File: config.mk
export PLATFORM = sky130hd
export DESIGN_NAME = popcount_stream_acc_flat
export DESIGN_NICKNAME = d
export VERILOG_FILES = /design/src/rtl/popcount_stream_acc_pkg.sv /design/src/rtl/popcount_stream_acc_if.sv /design/src/rtl/popcount_stream_acc_group.sv /design/src/rtl/popcount_stream_acc.sv /design/src/flat_wrapper.sv
export SDC_FILE = /design/constraint.sdc
export NUM_CORES = 1
export LEC_CHECK = 0
export ABC_AREA = 0
export CAP_MARGIN = 40
export CORE_MARGIN = 2
export CORE_UTILIZATION = 52
export DETAILED_ROUTE_END_ITERATION = 10
export PLACE_DENSITY = 0.78
export SLEW_MARGIN = 20
export SYNTH_ARGS = -nofsm -noshare
export SYNTH_HDL_FRONTEND = slang
export SYNTH_HIERARCHICAL = 1
export SYNTH_SLANG_ARGS = --single-unit
File: constraint.sdc
create_clock -name clk -period 4.7 [get_ports clk]
set_input_delay 0.705 -clock clk [delete_from_list [all_inputs] [get_ports clk]]
set_output_delay 0.705 -clock clk [all_outputs]
set_load 0.02 [all_outputs]
File: src/rtl/popcount_stream_acc_pkg.sv
// Shared types and helpers for the popcount stream accumulator.
//   clog2 / count_w / group_w : width helpers for per-beat and per-group counts
//   mode_e                    : per-beat vs frame-accumulate mode
//   sat_add / add_ovf         : saturating add at a given width, plus overflow flag
package popcount_stream_pkg;

  localparam int unsigned GROUPS = 4;

  typedef enum logic {
    MODE_BEAT  = 1'b0,
    MODE_FRAME = 1'b1
  } mode_e;

  function automatic int unsigned clog2(input int unsigned v);
    int unsigned r = 0;
    for (int unsigned i = 0; i < 32; i++) begin
      if ((64'd1 << i) < 64'(v)) r = i + 1;
    end
    return r;
  endfunction

  // Bits needed to hold a count of 0..n
  function automatic int unsigned count_w(input int unsigned n);
    return clog2(n + 1);
  endfunction

  function automatic int unsigned group_w(input int unsigned n);
    return n / GROUPS;
  endfunction

  // min(a + b, 2^w - 1); w must be <= 64
  function automatic logic [63:0] sat_add(input logic [63:0] a, input logic [63:0] b,
                                          input int unsigned w);
    logic [64:0] s;
    logic [64:0] m;
    s = {1'b0, a} + {1'b0, b};
    m = (65'd1 << w) - 65'd1;
    return (s > m) ? m[63:0] : s[63:0];
  endfunction

  function automatic logic add_ovf(input logic [63:0] a, input logic [63:0] b,
                                   input int unsigned w);
    logic [64:0] s;
    logic [64:0] m;
    s = {1'b0, a} + {1'b0, b};
    m = (65'd1 << w) - 65'd1;
    return s > m;
  endfunction

endpackage

File: src/rtl/popcount_stream_acc_if.sv
// Valid/ready stream bundle for popcount_stream_acc.
//   in_*  : input beat (valid, ready, data, last, mode)
//   out_* : result (valid, ready, count, beats, sat)
// slave = the accumulator, master = producer/consumer side.
interface popcount_stream_acc_if #(
  parameter int unsigned N      = 64,
  parameter int unsigned ACC_W  = 16,
  parameter int unsigned BEAT_W = 8
);
  logic              in_valid;
  logic              in_ready;
  logic [N-1:0]      in_data;
  logic              in_last;
  logic              in_mode;
  logic              out_valid;
  logic              out_ready;
  logic [ACC_W-1:0]  out_count;
  logic [BEAT_W-1:0] out_beats;
  logic              out_sat;

  modport slave (
    input  in_valid, in_data, in_last, in_mode, out_ready,
    output in_ready, out_valid, out_count, out_beats, out_sat
  );

  modport master (
    output in_valid, in_data, in_last, in_mode, out_ready,
    input  in_ready, out_valid, out_count, out_beats, out_sat
  );
endinterface

File: src/rtl/popcount_stream_acc_group.sv
// Combinational population count of a W-bit slice.
//   i_data  : W-bit slice
//   o_count : number of set bits, clog2(W+1) wide
module popcount_group
  import popcount_stream_pkg::*;
#(
  parameter int unsigned W  = 16,
  parameter int unsigned OW = count_w(W)
) (
  input  logic [W-1:0]  i_data,
  output logic [OW-1:0] o_count
);
  always_comb begin
    o_count = '0;
    for (int unsigned i = 0; i < W; i++) o_count += OW'(i_data[i]);
  end
endmodule

File: src/rtl/popcount_stream_acc.sv
// Pipelined popcount with per-beat or frame-accumulate output.
//   clk, rst : clock, synchronous active-high reset
//   st       : stream bundle (slave side), see popcount_stream_acc_if
// Stages: S1 group partials, S2 per-beat sum, S3 output/accumulator.
// The whole pipeline advances only when the output slot is free or being taken.
module popcount_stream_acc
  import popcount_stream_pkg::*;
#(
  parameter int unsigned N      = 64,
  parameter int unsigned ACC_W  = 16,
  parameter int unsigned BEAT_W = 8,
  parameter int unsigned CW     = count_w(N)
) (
  input  logic                 clk,
  input  logic                 rst,
  popcount_stream_acc_if.slave st
);
  localparam int unsigned GW  = group_w(N);
  localparam int unsigned GCW = count_w(GW);

  logic              w_adv;
  logic [GCW-1:0]    w_part [GROUPS];
  logic [CW-1:0]     w_sum;
  logic [ACC_W-1:0]  w_acc_next;
  logic              w_sat_next;
  logic [BEAT_W-1:0] w_beats_next;

  logic              r_s1_valid, r_s1_last;
  mode_e             r_s1_mode;
  logic [GCW-1:0]    r_s1_part [GROUPS];
  logic              r_s2_valid, r_s2_last;
  mode_e             r_s2_mode;
  logic [CW-1:0]     r_s2_cnt;
  logic [ACC_W-1:0]  r_acc;
  logic              r_sat;
  logic [BEAT_W-1:0] r_beats;
  logic              r_out_valid;
  logic [ACC_W-1:0]  r_out_count;
  logic [BEAT_W-1:0] r_out_beats;
  logic              r_out_sat;

  for (genvar g = 0; g < GROUPS; g++) begin : g_grp
    popcount_group #(.W(GW), .OW(GCW)) u_grp (
      .i_data (st.in_data[g*GW +: GW]),
      .o_count(w_part[g])
    );
  end

  assign w_adv = !r_out_valid || st.out_ready;

  always_comb begin
    w_sum = '0;
    for (int unsigned g = 0; g < GROUPS; g++) w_sum += CW'(r_s1_part[g]);
    w_acc_next   = ACC_W'(sat_add(64'(r_acc), 64'(r_s2_cnt), ACC_W));
    w_sat_next   = r_sat | add_ovf(64'(r_acc), 64'(r_s2_cnt), ACC_W);
    w_beats_next = BEAT_W'(sat_add(64'(r_beats), 64'd1, BEAT_W));
  end

  always_ff @(posedge clk) begin
    if (rst) begin
      r_s1_valid  <= 1'b0;
      r_s1_last   <= 1'b0;
      r_s1_mode   <= MODE_BEAT;
      r_s1_part   <= '{default: '0};
      r_s2_valid  <= 1'b0;
      r_s2_last   <= 1'b0;
      r_s2_mode   <= MODE_BEAT;
      r_s2_cnt    <= '0;
      r_acc       <= '0;
      r_sat       <= 1'b0;
      r_beats     <= '0;
      r_out_valid <= 1'b0;
      r_out_count <= '0;
      r_out_beats <= '0;
      r_out_sat   <= 1'b0;
    end else if (w_adv) begin
      r_s1_valid  <= st.in_valid;
      r_s1_last   <= st.in_last;
      r_s1_mode   <= mode_e'(st.in_mode);
      r_s1_part   <= w_part;
      r_s2_valid  <= r_s1_valid;
      r_s2_last   <= r_s1_last;
      r_s2_mode   <= r_s1_mode;
      r_s2_cnt    <= w_sum;
      r_out_valid <= 1'b0;
      if (r_s2_valid) begin
        if (r_s2_mode == MODE_BEAT) begin
          // Frame state is left alone so single beats can interleave a frame
          r_out_valid <= 1'b1;
          r_out_count <= ACC_W'(r_s2_cnt);
          r_out_beats <= BEAT_W'(1);
          r_out_sat   <= 1'b0;
        end else if (r_s2_last) begin
          r_out_valid <= 1'b1;
          r_out_count <= w_acc_next;
          r_out_beats <= w_beats_next;
          r_out_sat   <= w_sat_next;
          r_acc       <= '0;
          r_sat       <= 1'b0;
          r_beats     <= '0;
        end else begin
          r_acc       <= w_acc_next;
          r_sat       <= w_sat_next;
          r_beats     <= w_beats_next;
        end
      end
    end
  end

  assign st.in_ready  = w_adv;
  assign st.out_valid = r_out_valid;
  assign st.out_count = r_out_count;
  assign st.out_beats = r_out_beats;
  assign st.out_sat   = r_out_sat;
endmodule

File: src/flat_wrapper.sv
// flat-port wrapper written by rule: the top's interface ports become plain ports
module popcount_stream_acc_flat import popcount_stream_pkg::*;
#(
  parameter int unsigned N      = 64,
  parameter int unsigned ACC_W  = 16,
  parameter int unsigned BEAT_W = 8,
  parameter int unsigned CW     = count_w(N)
)
  (clk, rst, st_in_valid, st_in_data, st_in_last, st_in_mode, st_out_ready, st_in_ready, st_out_valid, st_out_count, st_out_beats, st_out_sat);
  popcount_stream_acc_if #(.N(N), .ACC_W(ACC_W), .BEAT_W(BEAT_W)) st_i ();
  input  logic clk;
  input  logic rst;
  input wire logic [$bits(st_i.in_valid)-1:0] st_in_valid;
  input wire logic [$bits(st_i.in_data)-1:0] st_in_data;
  input wire logic [$bits(st_i.in_last)-1:0] st_in_last;
  input wire logic [$bits(st_i.in_mode)-1:0] st_in_mode;
  input wire logic [$bits(st_i.out_ready)-1:0] st_out_ready;
  output wire logic [$bits(st_i.in_ready)-1:0] st_in_ready;
  output wire logic [$bits(st_i.out_valid)-1:0] st_out_valid;
  output wire logic [$bits(st_i.out_count)-1:0] st_out_count;
  output wire logic [$bits(st_i.out_beats)-1:0] st_out_beats;
  output wire logic [$bits(st_i.out_sat)-1:0] st_out_sat;
  assign st_i.in_valid = st_in_valid;
  assign st_i.in_data = st_in_data;
  assign st_i.in_last = st_in_last;
  assign st_i.in_mode = st_in_mode;
  assign st_i.out_ready = st_out_ready;
  assign st_in_ready = st_i.in_ready;
  assign st_out_valid = st_i.out_valid;
  assign st_out_count = st_i.out_count;
  assign st_out_beats = st_i.out_beats;
  assign st_out_sat = st_i.out_sat;
  popcount_stream_acc #(.N(N), .ACC_W(ACC_W), .BEAT_W(BEAT_W), .CW(CW)) u_core (.clk(clk), .rst(rst), .st(st_i));
endmodule
==> results of run 1 <==
-- metal layers --
layer | up-vias | routed length (um) | GRT usage, %
met5 | - | 0 | 0
met1 | 2449 | 5372 | 26.59
met4 | 0 | 261 | 8.214
li1 | 2439 | - | -
met3 | 23 | 630 | 4.292
met2 | 146 | 7111 | 43.12
-- logic make-up after synthesis --
logic type	count (synthesis)	synth area share, %
adders and majority gates	86	24.90
buffers and inverters	129	8.565
muxes	4	0.7475
DFF	84	28.71
and+or+nand+nor	191	15.95
xor gates and xnor gates	15	2.243
AOI/OAI and AO/OA	169	18.88
-- worst min path at each step --
stage,depth (start not counted),slack [ps],to,startpoint
6_report,2,460,u_core/st.out_sat,u_core/st.out_sat
4_1_cts,2,460,u_core/st.out_count[15],u_core/st.out_count[15]
5_1_grt,2,470,u_core/st.out_count[15],u_core/st.out_count[15]
2_1_floorplan,2,430,u_core/r_acc[3],u_core/r_acc[3]
3_5_place_dp,2,450,u_core/st.out_count[15],u_core/st.out_count[15]
3_3_place_gp,2,440,u_core/st.out_count[9],u_core/st.out_count[9]
-- layout make-up --
cell class,count,area (um^2),area share (%)
sequential,84,1682,23.32
multi-input combinational,465,3677,50.99
clock inverter,7,76.32,1.058
tap,140,175.2,2.429
timing repair buffer,102,1001,13.88
clock buffer,9,225.2,3.123
inverter,100,375.4,5.205
-- tightest hold or removal path, stage by stage (launching register included) --
cell and delay (ps):
dfxtp_1 310, nand2_1 50, a21oi_1 50
-- per-stage QoR --
stage               area [um^2]  power (W)  cells  hold WS, ps
finish                     7212   0.002936    907        455.7
global route               7212   0.003200    907        474.1
CTS                        7212   0.002959    907        460.4
detailed placement         6910   0.002246    891        448.3
global placement           6910   0.002175    891        436.8
floorplan                  5858   0.001920    678        429.1
-- power breakdown --
part	internal [W]	switching [W]	leakage [nW]
logic	0.000651	0.000686	2.25
registers	0.000809	0.0000819	0.684
clock network	0.000414	0.000293	0.142
-- layout by cell type, fill, tap and decap left out, types with 4 or more instances in the layout --
master,Yosys,routed
inv_1,100,100
clkdlybuf4s50_1,0,95
nand2_1,89,89
dfxtp_1,84,84
a21oi_1,73,73
fa_1,51,51
ha_1,35,35
nor2_1,31,31
o21ai_0,17,17
xnor2_1,11,11
a211oi_1,10,10
nand3_1,10,10
a22oi_1,10,10
clkbuf_16,0,9
nor3b_1,9,9
nor2b_1,9,8
and3_1,8,8
o21a_1,7,7
nor3_1,7,7
a21o_1,6,6
o21ai_1,6,6
buf_4,0,6
and4_1,5,5
a31oi_1,4,4
a311oi_1,4,4
nand4_1,4,4
o22ai_1,4,4
xor2_1,4,4
-- state kept, by name, indices dropped and copies added, names as in the netlist, 7 cells and up --
signal               cells
u_core/r_s1_part        20
u_core/r_acc            16
u_core/st.out_count     16
u_core/r_s2_cnt          7
u_core/r_beats           8
u_core/st.out_beats      8
==> flow_summary.yaml, run 1 <==
logic_synthesis:
  yosysMostFrequentCell: "inv_1"
  netlist_top_cells_count: "inv_1, nand2_1, dfxtp_1, a21oi_1, fa_1"
  netlist_area_um2: 5858
  synth_top_area_share_pct: 28.71
  ys.flop_type: "dfxtp_1"
  yosys.area.top_type: "dfxtp_1"
  yosys-top-cells-area: "dfxtp_1, fa_1, ha_1"
  synth_edf_count: 0
  yosysWarnings: 6
  synth_seq_cells: 84
  ys_seq_area_share_pct: 28.71
  synth_area_per_cell_um2: 8.640
  ys_types: 65
  syn_nets: 834
  ys_async_sr_fraction_pct: 0
  netlist_instances: 678
critical_path:
  cp.arrival_ps: 4480
  critical_path_class: "primary input to flip-flop"
  end_kind: "flip-flop"
  cp.depth: 12
  worstPathMaxFanout: 2
  slowest_stage: "fa_1"
  startpoint_type: "primary input"
  critical_path.most_common_cell: "fa_1"
  path_cells: "clkdlybuf4s50_1 -> inv_1 -> fa_1 -> fa_1 -> fa_1 -> fa_1 -> fa_1 -> fa_1 -> nor2b_1 -> o21a_1 -> nand2_1 -> a21oi_1"
  crit_family: "adder cells"
  path_buf_inv: 2
  crit-reg2reg-capture: "u_core/r_s2_cnt[5]"
  r2r_setup_slack_ps: 1690
  r2r_cells: 10
  crit_start: "st_in_data[18]"
  worstReg2RegStart: "u_core/r_s1_part[1]"
  setup.worst_path.end: "u_core/r_s1_part[14]"
  worst_ep_required_time_ps: 4960
  cpPeakStageDelay_ps: 540
place:
  finalWeightedCongestion: 0.8935
  dp_hpwl_um: 10260
  io_buffers: 96
  dp_slack_ps: 145.7
cells_and_area:
  fillCellCount: 902
  post-route-util_pct: 65.95
  area_growth_pct: 23.11
  fin_nets: 918
  drive_gt1_share_pct: 5.737
  num_antenna_cells: 0
die:
  die_w_um: 110.1
  placementRows: 38
  core-area_um2: 10940
  fp.dieArea_um2: 12130
  pin_count: 97
  initial_core_util_pct: 53.57
  die_h_um: 110.1
grt:
  overflow: 0
  grtUsageTotal_pct: 23.25
  grt_first_pass_wirelength_um: 22280
  grt_pass1_vias: 5080
  antenna_found_initial: 0
  grt_max_degree: 65
routing:
  drt_iter0_drc: 247
  viasPerCell: 5.576
  first_pass_iters: 5
  routed_wl_um: 13380
  drc: 0
  ant_nets: 0
  vias: 5057
  wl_per_cell_um: 14.75
timing:
  clock.fmax_mhz: 237.0
  fin_crit_sh_pct: 89.76
  worst_pin_slew_ps: 843.1
  max_slew_margin_pct: 43.59
  maxSlewViolCount: 0
  hold_viol_final: 0
  fin_ws_ps: 481.2
  fin_worst_skew_ps: 6.136
  setup_violations: 0
  period_minus_slack_ps: 4219
  tns_ps: 0
  rsz0062_at_grt: "no"
flow_run:
  cap_viol_max_count: 0
pwr:
  ir_drop_mv: 0.2200
  power_density_nw_per_um2: 407.1
  leakage_nw: 3.081
clock_network:
  clk_pin_slew_ps: 60
  clock_sinks: 84
  clock_latency_ps: 330
  cts_tree: "built"
  hold_buffers: 0
  ctsHtreeMaxLevel: 3
  cts_made_buffers: 9
  cts_resized: 0
  post-cts-setup-buffers: 0
  root_buffer: "clkbuf_16"
  clk_path_buf_depth: 2
outcome:
  run_status: "complete, no violations"
min_path:
  min_path_type: "flip-flop to flip-flop"
(Power assumes the default switching activity.)
==> run 2: changes to the inputs <==
--- a/config.mk
+++ b/config.mk
@@ -6,10 +6,10 @@
 export NUM_CORES = 1
 export LEC_CHECK = 0
 export ABC_AREA = 0
-export CAP_MARGIN = 40
 export CORE_MARGIN = 2
 export CORE_UTILIZATION = 52
 export DETAILED_ROUTE_END_ITERATION = 10
+export GPL_TIMING_DRIVEN = 1
 export PLACE_DENSITY = 0.78
 export SLEW_MARGIN = 20
 export SYNTH_ARGS = -nofsm -noshare
==> results of run 2 <==
No change in the layout: final DEF, timing and power equal those of run 1.
==> run 3: changes to the inputs <==
--- a/config.mk
+++ b/config.mk
@@ -5,11 +5,12 @@
 export SDC_FILE = /design/constraint.sdc
 export NUM_CORES = 1
 export LEC_CHECK = 0
-export ABC_AREA = 0
+export ABC_AREA = 1
 export CORE_MARGIN = 2
 export CORE_UTILIZATION = 52
 export DETAILED_ROUTE_END_ITERATION = 10
 export GPL_TIMING_DRIVEN = 1
+export MAX_ROUTING_LAYER = met4
 export PLACE_DENSITY = 0.78
 export SLEW_MARGIN = 20
 export SYNTH_ARGS = -nofsm -noshare
==> run 3 against run 2 <==
  * First-iteration DRC count increased by 9.3%
  * Power grew 2.6%
  * Fmax increased by 1.4%
  * Setup slack improved by 59 ps
  * Area after synthesis grew 1.9%
  * Largest cell class unchanged
==> flow_summary.yaml, run 3 <==
flow_run:
  cap_viol_max_count: 0
routing:
  drc: 0
  first_pass_iters: 4
  vias: 5071
  wl_per_cell_um: 11.37
  drt_iter0_drc: 270
  routed_wl_um: 11760
  viasPerCell: 4.904
  ant_nets: 0
timing:
  rsz0062_at_grt: "no"
  fin_worst_skew_ps: 7.362
  whs_ps: 461.9
  worst_pin_slew_ps: 887.8
  fin_crit_sh_pct: 88.51
  setup_violations: 0
  period_minus_slack_ps: 4160
  maxSlewViolCount: 0
  max_slew_margin_pct: 40.75
  clock.fmax_mhz: 240.4
  tns_ps: 0
  fin_ws_ps: 540.0
  hold_viol_final: 0
logic_synthesis:
  synth_top_area_share_pct: 28.18
  netlist_area_um2: 5967
  yosys-top-cells-area: "dfxtp_1, fa_1, nand2_1"
  netlist_top_cells_count: "nand2_1, inv_1, nor2_1, dfxtp_1, a21oi_1"
  ys_seq_area_share_pct: 28.18
  synth_area_per_cell_um2: 7.449
  syn_nets: 957
  netlist_instances: 801
  ys_types: 39
  yosysMostFrequentCell: "nand2_1"
  ys_async_sr_fraction_pct: 0
  ys.flop_type: "dfxtp_1"
  synth_seq_cells: 84
  yosys.area.top_type: "dfxtp_1"
  yosysWarnings: 6
  synth_edf_count: 0
clock_network:
  hold_buffers: 0
  root_buffer: "clkbuf_16"
  clk_path_buf_depth: 2
  ctsHtreeMaxLevel: 3
  post-cts-setup-buffers: 0
  cts_resized: 0
  clock_sinks: 84
  clk_pin_slew_ps: 60
  clock_latency_ps: 340
  cts_made_buffers: 9
  cts_tree: "built"
min_path:
  min_path_type: "flip-flop to flip-flop"
critical_path:
  critical_path.most_common_cell: "fa_1"
  worst_ep_required_time_ps: 4970
  critical_path_class: "primary input to flip-flop"
  path_cells: "clkdlybuf4s50_1 -> inv_1 -> fa_1 -> fa_1 -> fa_1 -> fa_1 -> fa_1 -> fa_1 -> o21ai_0 -> o21ai_0 -> nor2_1"
  cpPeakStageDelay_ps: 530
  end_kind: "flip-flop"
  cp.arrival_ps: 4430
  slowest_stage: "fa_1"
  startpoint_type: "primary input"
  worstPathMaxFanout: 2
die:
  initial_core_util_pct: 52.71
  placementRows: 39
  pin_count: 97
  die_h_um: 111.1
  core-area_um2: 11320
  die_w_um: 111.1
  fp.dieArea_um2: 12350
place:
  finalWeightedCongestion: 0.9234
  io_buffers: 96
  dp_hpwl_um: 8822
  place_area_um2: 7009
  dp_slack_ps: 167.2
pwr:
  power_density_nw_per_um2: 409.4
  ir_drop_mv: 0.2409
  leakage_nw: 3.427
grt:
  grt_max_degree: 52
  grt_pass1_vias: 4993
  grtUsageTotal_pct: 20.70
  overflow: 0
  antenna_found_initial: 0
  grt_first_pass_wirelength_um: 20920
cells_and_area:
  drive_gt1_share_pct: 5.836
  final_cell_mix: "nand2_1, inv_1, clkdlybuf4s50_1"
  finish.instance_area_um2: 7360
  area_growth_pct: 23.34
  largest_reg_flops: 20
  num_antenna_cells: 0
  fin_nets: 1042
  mostFrequentLayoutCell: "nand2_1"
  largest-register: "u_core/r_s1_part"
outcome:
  run_status: "complete, no violations"
## run 3: cell count changes after synthesis, moves of 8 or more
cell / delta
nor2_1: +54
inv_1: +47
a22oi_1: -9
a21oi_1: -13
nor2b_1: -9
o21ai_0: +24
nand2_1: +85
nor3b_1: -9
and3_1: -8
nand3_1: +26
a211oi_1: -10
## run 3: cell families (layout without fill, tap and decap cells)
logic type      count (synthesis)  in the layout  synth area share [%]
compound gates                120            120                 10.97
xor+xnor                       13             13                 1.908
fa+ha+maj                      86             86                 24.45
buf+inv                       177            267                 11.62
flops                          84             84                 28.18
simple gates                  321            321                 22.88
## run 3: final cells by class
| type | instances | area [um^2] |
|---|---|---|
| Tap cell | 143 | 178.9 |
| Clock inverter | 6 | 111.4 |
| Clock buffer | 10 | 239.0 |
| Inverter | 150 | 563.0 |
| Timing Repair Buffer | 101 | 993.5 |
| Multi-Input combinational cell | 540 | 3592 |
| Sequential cell | 84 | 1682 |
| Fill cell | 1005 | 3961 |
## run 3: path summary, 6_finish.rpt
path / slack, ps / end / start / cells past startpoint
max reg2reg: 1860 / u_core/r_s2_cnt[5] / u_core/r_s1_part[1] / 11
min reg2reg: 460 / u_core/st.out_count[11] / u_core/st.out_count[11] / 2
min: 460 / u_core/st.out_count[11] / u_core/st.out_count[11] / 2
max: 540 / u_core/r_s1_part[4] / st_in_data[50] / 11
## run 3: critical path: cells and delay by family
family	cells	cell delay, ps
adders and majority gates	6	2820
buffers and inverters	2	500
AOI/OAI and AO/OA	2	260
and+or+nand+nor	1	140
## run 3: metal layers
metal / track usage, % / wire length [um] / vias up
met5: - / 0 / -
met4: 6.173 / 136 / 0
met3: 3.226 / 444 / 14
met2: 37.10 / 6002 / 100
met1: 24.04 / 5175 / 2308
li1: - / - / 2649
## run 3: power by group
part           total, W  internal, W  leakage (nW)  switching, W
logic           0.00131     0.000618          2.57      0.000693
clock network  0.000814     0.000533         0.169      0.000281
registers      0.000888     0.000812         0.684     0.0000762
## run 3: through the flow
| step | util (%) | std cells | power (W) |
|---|---|---|---|
| 3_3_place_gp | 61.91 | 1018 | 0.002171 |
| 3_5_place_dp | 61.91 | 1018 | 0.002217 |
| 2_1_floorplan | - | 801 | 0.001935 |
| 4_1_cts | 65.01 | 1034 | 0.003043 |
| 5_1_grt | 65.01 | 1034 | 0.003313 |
| 6_report | 65.01 | 1034 | 0.003013 |
